## src/rtl/programador_campos.sv

```systemverilog
// Field editor for date / time / timer register sets. It loads a BCD triple,
// lets the buttons move a cursor and step fields within range, and then issues a one-cycle commit.
module programador_campos (
  input  logic        clk,
  input  logic        reset,
  input  logic        prog_fecha,
  input  logic        prog_hora,
  input  logic        prog_timer,
  input  logic        btn_arriba,
  input  logic        btn_abajo,
  input  logic        btn_izq,
  input  logic        btn_der,
  input  logic [23:0] dato_actual,
  output logic [7:0]  campo_alto,
  output logic [7:0]  campo_medio,
  output logic [7:0]  campo_bajo,
  output logic [1:0]  cursor,
  output logic [1:0]  modo,
  output logic        escribir,
  output logic [1:0]  destino,
  output logic [1:0]  estado_dbg
);

  typedef enum logic [1:0] {
    REPOSO = 2'd0,
    EDITA  = 2'd1,
    COMMIT = 2'd2
  } estado_t;

  localparam logic [1:0] MODO_IDLE  = 2'b00;
  localparam logic [1:0] MODO_TIMER = 2'b01;
  localparam logic [1:0] MODO_HORA  = 2'b10;
  localparam logic [1:0] MODO_FECHA = 2'b11;

  localparam logic [1:0] CUR_BAJO  = 2'd0;
  localparam logic [1:0] CUR_MEDIO = 2'd1;
  localparam logic [1:0] CUR_ALTO  = 2'd2;

  estado_t    estado_q, estado_d;
  logic [7:0] alto_q, alto_d;
  logic [7:0] medio_q, medio_d;
  logic [7:0] bajo_q, bajo_d;
  logic [1:0] cursor_q, cursor_d;
  logic [1:0] modo_q, modo_d;
  logic [1:0] destino_q, destino_d;
  logic       escribir_q, escribir_d;
  logic [3:0] btn_prev_q, btn_prev_d;

  logic [3:0] btn_now;
  logic [3:0] btn_rise;
  logic       sube, baja, mueve_der, mueve_izq;
  logic       flag_unico;
  logic [1:0] modo_pedido;
  logic       salir;
  logic [7:0] campo_sel, campo_nuevo;
  logic [7:0] lim_min, lim_max;

  function automatic logic es_bcd(input logic [7:0] v);
    return (v[7:4] <= 4'd9) && (v[3:0] <= 4'd9);
  endfunction

  // Invalid or out-of-range values snap to min on increment.
  function automatic logic [7:0] bcd_inc(input logic [7:0] v,
                                         input logic [7:0] lo,
                                         input logic [7:0] hi);
    logic [7:0] r;
    if (!es_bcd(v) || (v < lo) || (v >= hi))
      r = lo;
    else if (v[3:0] == 4'd9)
      r = {v[7:4] + 4'd1, 4'd0};
    else
      r = {v[7:4], v[3:0] + 4'd1};
    return r;
  endfunction

  // Invalid or out-of-range values snap to max on decrement.
  function automatic logic [7:0] bcd_dec(input logic [7:0] v,
                                         input logic [7:0] lo,
                                         input logic [7:0] hi);
    logic [7:0] r;
    if (!es_bcd(v) || (v <= lo) || (v > hi))
      r = hi;
    else if (v[3:0] == 4'd0)
      r = {v[7:4] - 4'd1, 4'd9};
    else
      r = {v[7:4], v[3:0] - 4'd1};
    return r;
  endfunction

  assign btn_now   = {btn_arriba, btn_abajo, btn_izq, btn_der};
  assign btn_rise  = btn_now & ~btn_prev_q;
  assign sube      = btn_rise[3] & ~btn_rise[2];
  assign baja      = btn_rise[2] & ~btn_rise[3];
  assign mueve_izq = btn_rise[1] & ~btn_rise[0];
  assign mueve_der = btn_rise[0] & ~btn_rise[1];

  always_comb begin
    flag_unico  = 1'b1;
    modo_pedido = MODO_IDLE;
    case ({prog_fecha, prog_hora, prog_timer})
      3'b100:  modo_pedido = MODO_FECHA;
      3'b010:  modo_pedido = MODO_HORA;
      3'b001:  modo_pedido = MODO_TIMER;
      default: flag_unico  = 1'b0;
    endcase
  end

  // Leave editing when the owning flag drops or any other flag shows up.
  always_comb begin
    salir = 1'b1;
    case (modo_q)
      MODO_TIMER: salir = !prog_timer || prog_hora  || prog_fecha;
      MODO_HORA:  salir = !prog_hora  || prog_timer || prog_fecha;
      MODO_FECHA: salir = !prog_fecha || prog_timer || prog_hora;
      default:    salir = 1'b1;
    endcase
  end

  always_comb begin
    lim_min = 8'h00;
    lim_max = 8'h59;
    case (cursor_q)
      CUR_ALTO: begin
        if (modo_q == MODO_FECHA) begin
          lim_min = 8'h01;
          lim_max = 8'h31;
        end else begin
          lim_min = 8'h00;
          lim_max = 8'h23;
        end
      end
      CUR_MEDIO: begin
        if (modo_q == MODO_FECHA) begin
          lim_min = 8'h01;
          lim_max = 8'h12;
        end else begin
          lim_min = 8'h00;
          lim_max = 8'h59;
        end
      end
      default: begin
        if (modo_q == MODO_FECHA) begin
          lim_min = 8'h00;
          lim_max = 8'h99;
        end else begin
          lim_min = 8'h00;
          lim_max = 8'h59;
        end
      end
    endcase
  end

  always_comb begin
    case (cursor_q)
      CUR_ALTO:  campo_sel = alto_q;
      CUR_MEDIO: campo_sel = medio_q;
      default:   campo_sel = bajo_q;
    endcase
    if (sube)
      campo_nuevo = bcd_inc(campo_sel, lim_min, lim_max);
    else if (baja)
      campo_nuevo = bcd_dec(campo_sel, lim_min, lim_max);
    else
      campo_nuevo = campo_sel;
  end

  // Commit port: destino is meaningful only while escribir is high. The strobe
  // lasts a single cycle and has no backpressure, so the consumer must take it then.
  always_comb begin
    estado_d   = estado_q;
    alto_d     = alto_q;
    medio_d    = medio_q;
    bajo_d     = bajo_q;
    cursor_d   = cursor_q;
    modo_d     = modo_q;
    escribir_d = 1'b0;
    destino_d  = MODO_IDLE;
    btn_prev_d = btn_now;
    case (estado_q)
      REPOSO: begin
        if (flag_unico) begin
          estado_d = EDITA;
          alto_d   = dato_actual[23:16];
          medio_d  = dato_actual[15:8];
          bajo_d   = dato_actual[7:0];
          cursor_d = CUR_BAJO;
          modo_d   = modo_pedido;
        end
      end
      EDITA: begin
        if (salir) begin
          estado_d   = COMMIT;
          escribir_d = 1'b1;
          destino_d  = modo_q;
        end else begin
          case (cursor_q)
            CUR_ALTO:  alto_d  = campo_nuevo;
            CUR_MEDIO: medio_d = campo_nuevo;
            default:   bajo_d  = campo_nuevo;
          endcase
          if (mueve_der)
            cursor_d = (cursor_q == CUR_ALTO) ? CUR_BAJO : cursor_q + 2'd1;
          else if (mueve_izq)
            cursor_d = (cursor_q == CUR_BAJO) ? CUR_ALTO : cursor_q - 2'd1;
        end
      end
      COMMIT: begin
        estado_d = REPOSO;
        modo_d   = MODO_IDLE;
      end
      default: begin
        estado_d = REPOSO;
        modo_d   = MODO_IDLE;
      end
    endcase
  end

  always_ff @(posedge clk) begin
    if (!reset) begin
      estado_q   <= REPOSO;
      alto_q     <= 8'h00;
      medio_q    <= 8'h00;
      bajo_q     <= 8'h00;
      cursor_q   <= CUR_BAJO;
      modo_q     <= MODO_IDLE;
      escribir_q <= 1'b0;
      destino_q  <= MODO_IDLE;
      btn_prev_q <= 4'b0000;
    end else begin
      estado_q   <= estado_d;
      alto_q     <= alto_d;
      medio_q    <= medio_d;
      bajo_q     <= bajo_d;
      cursor_q   <= cursor_d;
      modo_q     <= modo_d;
      escribir_q <= escribir_d;
      destino_q  <= destino_d;
      btn_prev_q <= btn_prev_d;
    end
  end

  assign campo_alto  = alto_q;
  assign campo_medio = medio_q;
  assign campo_bajo  = bajo_q;
  assign cursor      = cursor_q;
  assign modo        = modo_q;
  assign escribir    = escribir_q;
  assign destino     = destino_q;
  assign estado_dbg  = estado_q;

endmodule

```

## config.mk

```make
export PLATFORM = sky130hd
export DESIGN_NAME = programador_campos
export DESIGN_NICKNAME = d
export VERILOG_FILES = /design/src/rtl/programador_campos.sv
export SDC_FILE = /design/constraint.sdc
export NUM_CORES = 1
export LEC_CHECK = 0
export BUFFER_PORTS_ARGS = -buffer_cell sky130_fd_sc_hd__buf_2
export CAP_MARGIN = 40
export CORE_UTILIZATION = 35
export DETAILED_ROUTE_END_ITERATION = 8
export GPL_TIMING_DRIVEN = 0
export HOLD_SLACK_MARGIN = 0.1
export MAX_ROUTING_LAYER = met4
export RECOVER_POWER = 25
export SYNTH_ARGS = -nofsm -noshare
export SYNTH_HDL_FRONTEND = slang
export SYNTH_SLANG_ARGS = --single-unit
export TNS_END_PERCENT = 100
```

## constraint.sdc

```tcl
create_clock -name clk -period 4.91 [get_ports clk]
set_input_delay 0.2455 -clock clk [delete_from_list [all_inputs] [get_ports clk]]
set_output_delay 0.2455 -clock clk [all_outputs]
set_load 0.01 [all_outputs]
```

==> flow_summary.json <==
{
  "clock_latency_ps": 300,
  "total_leakage_power_uw": 0.00145,
  "hold_buffers": 0,
  "layout.nets": 488,
  "stdcell_count": 539,
  "die_area_mm2": 0.00844,
  "cts.clk_slew.worst_paths_ps": 80,
  "fmax_mhz": 229,
  "vias_per_cell": 5.64,
  "netlist_top_cells_area": "dfxtp_1, ha_1, a21oi_1, o21ai_0, nor2_1",
  "hold_depth": 2,
  "initial_core_util_pct": 36.4,
  "hold_violations": 0,
  "grt_usage_pct": 22.5,
  "synth_top_family_by_area": "compound AO/OA/AOI/OAI gates",
  "syn_nets": 419,
  "grt_overflow_total": 0,
  "min-delay-start": "btn_der",
  "ys.flop_type": "dfxtp_1",
  "vias": 3041,
  "io_pins": 66,
  "ys_seq_elements": 37,
  "cts.sinks": 37,
  "critical_path_arrival_ps": 4530,
  "die_h_um": 91.8,
  "async_flop_share_pct": 0,
  "synthAdderAreaFrac_pct": 8.41,
  "drc": 0,
  "post_cts_buffers": 0,
  "min_to": "btn_prev_q[0]",
  "antenna_found_initial": 0,
  "insertedDiodeCount": 0,
  "synth_compound_area_share_pct": 32.6,
  "finalSetupViolCount": 0,
  "cp-end-kind": "flip-flop",
  "power.density_mw_per_mm2": 365,
  "avgSynthCellArea_um2": 7.70,
  "wl_per_cell_um": 16.9,
  "cts_buffer_depth": 2,
  "cts-htree-levels": 2,
  "grt_pass1_vias": 2787,
  "skew_ps": 8.63,
  "synth_top_cell_area_share_pct": 26.2,
  "netlist_area_mm2": 0.00283,
  "grt_pass1_wl_mm": 14.5,
  "drt_first_pass_iters": 5,
  "drtIter0Drc": 281,
  "path_class": "reg -> reg",
  "core_mm2": 0.00777,
  "dp_hpwl_mm": 6.97,
  "place.gp.congestion": 0.928,
  "yosys.area_share.simple_pct": 20.2,
  "grt_max_degree": 11,
  "placed_cells": 532,
  "holdCritPathClass": "in -> reg",
  "finalSetupTns_ps": 0,
  "fin_crit_sh_pct": 88.8,
  "synth_cells": 367,
  "cp_slowest_cell": "a311oi_1",
  "die_w_um": 91.8,
  "worstPathCellList": "inv_1 > ha_1 > buf_4 > buf_4 > mux2_4 > ha_1 > a21o_1 > a221oi_1 > o31ai_1 > o2bb2ai_1 > nand3_1 > or3_1 > a311oi_1 > or3_1 > a21oi_1",
  "wl_mm": 9.09,
  "yosysTopAreaCell": "dfxtp_1",
  "root_buffer": "clkbuf_8",
  "rsz0062_at_grt": "no",
  "cp_slowest_stage_delay_ps": 520,
  "area_delta_synth_final_pct": 17.8,
  "tritoncts": "yes",
  "reg2reg_slack_ps": 550,
  "final_core_util_pct": 42.8,
  "outcome": "completed",
  "yosys_warnings": 0,
  "yosysUniqueCellTypes": 59,
  "required_ps": 5080,
  "whs_ps": 161,
  "drive_gt1_share_pct": 18.1,
  "drv_cap": 0,
  "worstRegToRegCells": 15,
  "synth_mux_area_share_pct": 3.76,
  "vdd_drop_max_mv": 0.199,
  "final_antenna_net_count": 0,
  "yosysSeqAreaShare_pct": 26.2,
  "worstSetupStartpointType": "flip-flop",
  "reg2reg_to": "campo_bajo[1]",
  "fin_crit_ps": 4360,
  "worstMarginPinSlew_ps": 669,
  "slew_violations": 0,
  "synth-edff-count": 0,
  "reg2reg_from": "cursor[0]",
  "cts_resized": 0,
  "cts_buffers": 5,
  "io_buffer_count": 62,
  "timing.slew.headroom_pct": 55.3,
  "yosys.area_share.xor_xnor_pct": 2.48,
  "critPathMaxFanout": 19,
  "rows": 32
}
[registers in the layout, indices dropped and copies added (netlist names)]
signal       count
btn_prev_q       4
campo_bajo       8
destino          2
campo_medio      8
escribir         1
modo             2
estado_dbg       2
campo_alto       8
cursor           2
[final cells by class]
cell class | instances | area, um2
clock buffer | 8 | 80.1
sequential | 37 | 741
multi-input combinational | 291 | 1900
fill | 834 | 4440
tap | 102 | 128
inverter | 14 | 52.6
buffer | 24 | 125
timing repair buffer | 63 | 298
[report_power, final]
group | switching [uW] | internal, uW | total [uW] | leakage [uW]
registers | 40.7 | 345 | 385 | 0.000305
logic | 379 | 237 | 616 | 0.00110
clock network | 111 | 101 | 212 | 0.0000395
[worst max-delay path by stage]
stage / slack [ps] / end / start
floorplan: 1090 / campo_bajo[1] / cursor[0]
global placement: 270 / campo_medio[1] / cursor[1]
detailed placement: 200 / campo_alto[1] / cursor[0]
CTS: 180 / campo_bajo[1] / cursor[0]
global route: 310 / campo_bajo[1] / cursor[0]
finish: 550 / campo_bajo[1] / cursor[0]
[synth_stat cells (4+ instances only)]
library cell	count
nand2b_1	6
ha_1	19
o2111ai_1	4
buf_2	4
dfxtp_1	37
mux2i_1	8
clkbuf_1	16
a32o_1	6
nor3_1	8
o21ai_0	33
xnor2_1	7
inv_1	13
nand2_1	32
nand3_1	6
or3_1	4
o211ai_1	5
nor2_1	39
a21oi_1	41
a21o_1	8
and2_1	8
a22oi_1	4
[metal layers]
layer  GRT usage (%)  up-vias  share of wire [%]  wire [um]
met3            3.40       18                6.2        567
met5               -        -                  0          0
li1                -     1478                  -          -
met2            34.0      117                 46       4180
met4            7.94        0                1.9        175
met1            30.5     1428                 46       4160
[stage by stage]
stage / power [uW] / area [um2] / worst slack [ps]
global route: 1290 / 3330 / 306
floorplan: 821 / 2830 / 1090
detailed placement: 1000 / 3270 / 200
global placement: 992 / 3260 / 273
CTS: 1210 / 3350 / 181
finish: 1210 / 3330 / 548
[cells in the final DEF (no fill, tap or decap), types with 3 or more instances in the layout]
cell	count
a22oi_1	4
nor2b_1	3
nand3_1	6
mux2i_1	8
a221oi_1	3
nand2b_1	6
a21oi_2	3
a21o_1	8
nor3_1	8
o2111ai_1	4
or3_1	4
a221o_1	3
clkbuf_8	5
buf_2	53
and2_1	7
clkbuf_1	32
buf_6	3
nor2_1	39
inv_1	13
dfxtp_1	37
a22o_1	3
o21ai_0	33
nand2_1	32
ha_1	19
a21oi_1	41
a32o_1	6
xnor2_1	7
o211ai_1	5
nor4_1	3
[worst max-delay path: cells and delay by family, from the launching register on]
family	cells	cell delay [ps]
simple gates	3	780
fa+ha+maj	2	600
flops	1	400
compound gates	6	1540
mux	1	390
buf+inv	3	530
[cell families after synthesis]
kind of cell / after synthesis
simple gates: 119
flops: 37
buf+inv: 39
compound gates: 135
fa+ha+maj: 19
mux: 10
xor+xnor: 8
Note: power is estimated with default switching activity, not from simulation.
